## config.mk

```make
export PLATFORM = sky130hd
export DESIGN_NAME = spi_stream_slave
export DESIGN_NICKNAME = d
export VERILOG_FILES = /design/src/rtl/spi_stream_slave.sv
export SDC_FILE = /design/constraint.sdc
export NUM_CORES = 1
export LEC_CHECK = 0
export ABC_AREA = 1
export BUFFER_PORTS_ARGS = -buffer_cell sky130_fd_sc_hd__buf_2
export CORE_MARGIN = 5
export CORE_UTILIZATION = 40
export DETAILED_ROUTE_END_ITERATION = 8
export GPL_ROUTABILITY_DRIVEN = 1
export GPL_TIMING_DRIVEN = 0
export PLACE_DENSITY = 0.67
export SYNTH_ARGS = -nofsm -noshare
export SYNTH_HDL_FRONTEND = slang
export SYNTH_SLANG_ARGS = --single-unit
```

## constraint.sdc

```tcl
create_clock -name clk -period 3.1 [get_ports clk]
set_input_delay 0.465 -clock clk [delete_from_list [all_inputs] [get_ports clk]]
set_output_delay 0.465 -clock clk [all_outputs]
set_load 0.05 [all_outputs]
```

## src/rtl/spi_stream_slave.sv

```systemverilog
`timescale 1ns/1ps
// spi_stream_slave: CS-framed SPI slave, 4 modes, command capture and valid/ready data streams
module spi_stream_slave #(
  parameter int WORD_W = 8,
  parameter int CMD_WORDS = 6,
  parameter int MAX_WORDS = 64,
  parameter int LEN_W = $clog2(MAX_WORDS),
  parameter logic [WORD_W-1:0] FILL = '1
) (
  input  logic                        clk,
  input  logic                        rst_n,
  input  logic                        sclk,
  input  logic                        cs_n,
  input  logic                        mosi,
  output logic                        miso,
  input  logic [1:0]                  mode,
  output logic [CMD_WORDS*WORD_W-1:0] cmd,
  output logic                        cmd_valid,
  input  logic                        start,
  input  logic                        op,
  input  logic [LEN_W-1:0]            len,
  output logic [WORD_W-1:0]           rx_data,
  output logic                        rx_valid,
  input  logic [WORD_W-1:0]           tx_data,
  input  logic                        tx_valid,
  output logic                        tx_ready,
  output logic                        busy,
  output logic                        done,
  output logic                        abort,
  output logic                        err
);
  localparam int CMD_CW = $clog2(CMD_WORDS + 1);
  localparam int CNT_W = (LEN_W > CMD_CW) ? LEN_W : CMD_CW;
  localparam int BIT_W = $clog2(WORD_W);
  localparam logic [BIT_W-1:0] BIT_MAX = BIT_W'(WORD_W - 1);
  typedef enum logic [2:0] {S_IDLE, S_CMD, S_WAIT, S_RX, S_TX} state_t;
  state_t r_state, w_state_nx;
  logic [2:0] r_sclk_s, r_cs_s;
  logic [1:0] r_mosi_s, r_mode;
  logic [BIT_W-1:0] r_bit;
  logic [CNT_W-1:0] r_wcnt;
  logic [LEN_W-1:0] r_len;
  logic [WORD_W-1:0] r_sh, r_tx, r_rx_data;
  logic [CMD_WORDS*WORD_W-1:0] r_cmd;
  logic r_load, r_miso, r_cmd_valid, r_rx_valid, r_tx_ready, r_done, r_abort, r_err;
  logic w_rise, w_fall, w_lead, w_trail, w_sample, w_shift, w_cs_fall, w_cs_rise;
  logic w_word_done, w_last_cmd, w_last_word, w_data, w_fin, w_tx_entry, w_tx_next, w_load;
  logic [WORD_W-1:0] w_word, w_ld;

  assign w_rise = r_sclk_s[1] & ~r_sclk_s[2];
  assign w_fall = ~r_sclk_s[1] & r_sclk_s[2];
  assign w_lead = r_mode[1] ? w_fall : w_rise;
  assign w_trail = r_mode[1] ? w_rise : w_fall;
  assign w_sample = r_mode[0] ? w_trail : w_lead;
  assign w_shift = r_mode[0] ? w_lead : w_trail;
  assign w_cs_fall = ~r_cs_s[1] & r_cs_s[2];
  assign w_cs_rise = r_cs_s[1] & ~r_cs_s[2];
  assign w_word = {r_sh[WORD_W-2:0], r_mosi_s[1]};
  assign w_data = (r_state == S_RX) || (r_state == S_TX);
  assign w_word_done = w_sample && (r_bit == '0);
  assign w_last_cmd = r_wcnt == CNT_W'(CMD_WORDS - 1);
  assign w_last_word = r_wcnt == CNT_W'(r_len);
  assign w_fin = w_data && w_word_done && w_last_word;
  assign w_tx_entry = (r_state == S_WAIT) && start && op;
  assign w_tx_next = (r_state == S_TX) && w_shift && r_load;
  assign w_load = w_tx_entry || w_tx_next;
  assign w_ld = tx_valid ? tx_data : FILL;

  always_comb begin
    w_state_nx = r_state;
    case (r_state)
      S_IDLE: w_state_nx = w_cs_fall ? S_CMD : S_IDLE;
      S_CMD: w_state_nx = (w_word_done && w_last_cmd) ? S_WAIT : S_CMD;
      S_WAIT: w_state_nx = start ? (op ? S_TX : S_RX) : S_WAIT;
      default: w_state_nx = w_fin ? S_IDLE : r_state;
    endcase
    if (r_state != S_IDLE && w_cs_rise) w_state_nx = S_IDLE;
  end

  // cs synchroniser resets low so a reset taken mid-frame cannot fabricate a cs fall
  always_ff @(posedge clk or negedge rst_n)
    if (!rst_n) begin
      r_sclk_s <= '0;
      r_cs_s <= '0;
      r_mosi_s <= '0;
      r_state <= S_IDLE;
      r_mode <= '0;
      r_bit <= BIT_MAX;
      r_wcnt <= '0;
      r_len <= '0;
      r_sh <= '0;
      r_tx <= '0;
      r_rx_data <= '0;
      r_cmd <= '0;
      r_load <= 1'b0;
      r_miso <= 1'b0;
      r_cmd_valid <= 1'b0;
      r_rx_valid <= 1'b0;
      r_tx_ready <= 1'b0;
      r_done <= 1'b0;
      r_abort <= 1'b0;
      r_err <= 1'b0;
    end else begin
      r_sclk_s <= {r_sclk_s[1:0], sclk};
      r_cs_s <= {r_cs_s[1:0], cs_n};
      r_mosi_s <= {r_mosi_s[0], mosi};
      r_state <= w_state_nx;
      r_cmd_valid <= 1'b0;
      r_rx_valid <= 1'b0;
      r_tx_ready <= 1'b0;
      r_done <= 1'b0;
      r_abort <= 1'b0;
      r_err <= 1'b0;
      if (r_state == S_IDLE) begin
        if (w_cs_fall) begin
          r_mode <= mode;
          r_bit <= BIT_MAX;
          r_wcnt <= '0;
          r_load <= 1'b0;
          r_miso <= FILL[WORD_W-1];
        end
      end else if (w_cs_rise && !w_fin) begin
        r_abort <= 1'b1;
        r_miso <= 1'b0;
      end else begin
        if (w_sample && r_state != S_WAIT) begin
          r_sh <= w_word;
          r_bit <= (r_bit == '0) ? BIT_MAX : r_bit - 1'b1;
        end
        if (w_shift) r_miso <= (r_state == S_TX) ? r_tx[r_bit] : FILL[r_bit];
        if (w_word_done && r_state == S_CMD) begin
          for (int k = 0; k < CMD_WORDS; k++)
            if (int'(r_wcnt) == k) r_cmd[(CMD_WORDS-1-k)*WORD_W +: WORD_W] <= w_word;
          r_wcnt <= w_last_cmd ? '0 : r_wcnt + 1'b1;
          r_cmd_valid <= w_last_cmd;
        end
        if (w_word_done && w_data) begin
          r_wcnt <= w_last_word ? r_wcnt : r_wcnt + 1'b1;
          r_load <= (r_state == S_TX) && !w_last_word;
          r_done <= w_last_word;
        end
        if (w_word_done && r_state == S_RX) begin
          r_rx_data <= w_word;
          r_rx_valid <= 1'b1;
        end
        if (r_state == S_WAIT && start) begin
          r_len <= len;
          r_wcnt <= '0;
        end
        // under CPHA=1 the first leading edge presents the MSB, so entry only stages the word
        if (w_load) begin
          r_tx <= w_ld;
          r_tx_ready <= tx_valid;
          r_load <= 1'b0;
          if (w_tx_next || !r_mode[0]) r_miso <= w_ld[WORD_W-1];
        end
        r_err <= (r_state == S_WAIT && w_sample) || (w_load && !tx_valid);
        if (w_fin) r_miso <= 1'b0;
      end
    end

  assign miso = r_miso;
  assign cmd = r_cmd;
  assign cmd_valid = r_cmd_valid;
  assign rx_data = r_rx_data;
  assign rx_valid = r_rx_valid;
  assign tx_ready = r_tx_ready;
  assign busy = r_state != S_IDLE;
  assign done = r_done;
  assign abort = r_abort;
  assign err = r_err;
endmodule

```

==> metrics.md <==
| Metric | Value |
|---|---|
| Outcome | complete, no violations |
| Std-Cell Rows | 40 |
| Final sum of negative setup slack | 0 ps |
| Number of hold-repair buffers added at the cts stage | 0 |
| Total routed wirelength | 11.24 mm |
| Number of I/O pins | 88 |
| Final count of hold timing violations | 0 |
| Largest net degree at the start of global routing | 64 |
| H-tree levels | 3 |
| Fraction of layout instances using a drive strength above 1 | 0.2761 |
| Switching share of total power | 0.4010 |
| Internal power | 0.002593 W |
| Yosys warns | 0 |
| Post-synthesis cell area | 0.004871 mm^2 |
| Source of the critical timing path | r_bit[0] |
| DRC marker count from the first detailed-route iteration | 189 |
| Global placement routability congestion | 0.8787 |
| Clock sink total | 107 |
| Total clock buffers created by CTS | 9 |
| Number of buffers on the longest clock path | 2 |
| Top cells by area, synth | sky130_fd_sc_hd__dfrtp_1 53%, sky130_fd_sc_hd__nand2_1 11%, sky130_fd_sc_hd__o21ai_0 6.9% |
| Die width | 120.4 um |
| Worst Setup Start Kind | flip-flop |
| Share of synthesized area occupied by flip-flops and latches | 0.5505 |
| Core outline area | 0.01196 mm^2 |
| Critical path data arrival time | 2290 ps |
| Standby leakage power | 3.078 nW |
| Routed via count divided by cell count | 4.905 |
| Worst vdd ir | 0.5667 mV |
| Clock latency reported for the late side of the worst-skew pair | 360 ps |
| Maximum fanout count along the critical path | 10 |
| Period minus WS final | 2075 ps |
| Final Cycle Share | 0.6695 |
| Clk network pwr share | 0.265 |
| Crit path capture type | flip-flop |
| Overall global routing resource usage | 0.1650 |
| First-pass GRT wire length | 18.98 mm |
| Number of global-route vias before repair | 3883 |
| Endpoints failing setup | 0 |
| Worst hold slack | 115.7 ps |
| Pre-CTS setup slack | 1021 ps |
| Starting utilization of the core area | 0.4072 |
| Yosys reg bits | 107 |
| Nets | 648 |
| Number of instances in the synthesized netlist | 519 |
| Type of the tightest min-delay check | input port to async pin |
| WP data required | 3320 ps |
| DRC violation count after routing | 0 |
| Area delta synth->final | 19.55% |
| Number of flops mapped to enable cells by yosys | 0 |
| Count of maximum capacitance violations | 0 |
| Sequential fraction of design power | 0.398 |
| Power density over the cells | 743.4 mW/mm^2 |
| Die outline area | 0.01448 mm^2 |
| Total of cells resized after clock tree synthesis | 0 |
| Setup WS post-layout | 1025 ps |
| Count leader, synth | sky130_fd_sc_hd__nand2_1 |
| Clock slew seen by the registers of the worst setup and hold paths | 70 ps |
| Async set-or-reset flop fraction in the synthesized netlist | 1.000 |
| Slew at the pin closest to its max-slew limit | 601.3 ps |
| Total net switching power | 0.001736 W |
| Classification of the worst setup path | flip-flop to flip-flop |
| Detailed-route wire length per cell | 14.60 um |
| Port Buffers | 87 |
| Remaining max-slew budget at the tightest pin | 0.5991 |
| Worst clock skew | 13.02 ps |
| Setup repair after global routing missed its margin | no |
| Number of buffers inserted by post-CTS setup repair | 0 |
| Chip height | 120.4 um |
| Root buffer cell | sky130_fd_sc_hd__clkbuf_16 |
| Syn_area_per_cell | 9.385 um^2 |
| Pre-Repair DR Iteration Count | 4 |
| Launching point of the worst reg2reg path | r_bit[0] |
| GRT Residual Overflow | 0 |
| Via Count | 3777 |
| Most common flop cell mapped by yosys | sky130_fd_sc_hd__dfrtp_1 |
| Count of antenna diodes in the layout | 0 |
| Unique cell type count in the Yosys netlist | 35 |
| Share of the synthesized area in the top cell type | 0.5343 |
| Total half-perimeter wirelength after legalization and detailed placement | 8.348 mm |
| Max Clk Rate | 481.8 MHz |
| Final Max Tran Viols | 0 |
| Initial antenna violation count | 0 |
| Clock tree from TritonCTS | built |
| Leading cell types by count after synthesis | 139 x sky130_fd_sc_hd__nand2_1, 104 x sky130_fd_sc_hd__dfrtp_1, 67 x sky130_fd_sc_hd__o21ai_0 |
| Power share of the combinational group | 0.338 |
| Post-DRT Antenna Nets | 0 |
| Net Count, Synth | 549 |
| Area leader, netlist | sky130_fd_sc_hd__dfrtp_1 |
-- registers in the layout, summed over array words and instances, names as in the netlist, 3 cells and up --
register  flops
cmd          48
r_tx          8
rx_data       8
r_sh          7
r_len         6
r_wcnt        6
r_bit         3
r_cs_s        3
r_sclk_s      3
r_state       3
-- critical path, cell delays in order (launching register included) --
cell and delay, ps:
sky130_fd_sc_hd__dfstp_2 580, sky130_fd_sc_hd__inv_1 110, sky130_fd_sc_hd__ha_1 210, sky130_fd_sc_hd__nand2_1 100
sky130_fd_sc_hd__inv_2 90, sky130_fd_sc_hd__nand3_4 110, sky130_fd_sc_hd__nor2_4 40, sky130_fd_sc_hd__nand2_4 120
sky130_fd_sc_hd__nand2_8 130, sky130_fd_sc_hd__nand2_4 130, sky130_fd_sc_hd__buf_2 210, sky130_fd_sc_hd__o21ai_0 110
-- cell type report --
cell class,count,area (um^2)
buffer,11,107.6
clock buffer,10,239.0
clock inverter,6,63.81
fill,1107,6138
inverter,40,150.1
multi-input combinational,361,1932
sequential,107,2681
tap,147,183.9
timing repair buffer,88,465.4
-- worst paths after layout --
path,endpoint,slack [ps],depth (start not counted)
worst max-delay path,cmd[35],1020,11
worst max register to register,cmd[35],1020,11
max in group asynchronous,r_bit[0],2260,2
worst min register to register,r_mosi_s[1],350,0
min in group clk,r_mosi_s[0],210,1
worst min-delay path,abort,120,1
-- cell families after synthesis --
group | Yosys count | synth area share
simple gates | 252 | 0.2507
flops | 107 | 0.5505
compound gates | 93 | 0.1110
buf+inv | 51 | 0.05291
xor+xnor | 10 | 0.01952
fa+ha+maj | 6 | 0.01541
-- through the flow --
step / cells / util / total power [W] / area, um^2
after detailed placement: 754 / 0.4615 / 0.003225 / 5520
after floorplan: 519 / - / 0.002834 / 4871
after CTS: 770 / 0.4868 / 0.004378 / 5823
after global routing: 770 / 0.4868 / 0.004610 / 5823
after global placement: 753 / 0.4590 / 0.003181 / 5490
final: 770 / 0.4868 / 0.004329 / 5823
-- metal layers --
metal	wire length (um)	global-route usage	vias up
met3	553	0.05051	15
met1	4829	0.1944	1803
met4	165	0.04674	0
met5	0	0	-
li1	-	-	1883
met2	5691	0.2915	76
-- power groups by stage --
stage	clock network, W	registers (W)	logic, W
after floorplan	0	0.00191	0.000924
after global placement	0	0.00174	0.00144
after detailed placement	0	0.00175	0.00148
after CTS	0.00117	0.00172	0.00148
after global routing	0.00124	0.00175	0.00162
final	0.00115	0.00172	0.00146
-- cell usage in the layout (no fill, tap or decap), types with 5 or more instances in the layout --
master                      count
sky130_fd_sc_hd__a21oi_1        5
sky130_fd_sc_hd__buf_2         92
sky130_fd_sc_hd__clkbuf_16      9
sky130_fd_sc_hd__dfrtp_1      104
sky130_fd_sc_hd__ha_1           6
sky130_fd_sc_hd__inv_1         31
sky130_fd_sc_hd__inv_2          8
sky130_fd_sc_hd__nand2_1      139
sky130_fd_sc_hd__nand2_2        8
sky130_fd_sc_hd__nand2_4        7
sky130_fd_sc_hd__nand3_1       33
sky130_fd_sc_hd__nor2_1        44
sky130_fd_sc_hd__o21ai_0       67
sky130_fd_sc_hd__o21ai_2       16
sky130_fd_sc_hd__xor2_1         7
Power figures use the tool's default switching activity.
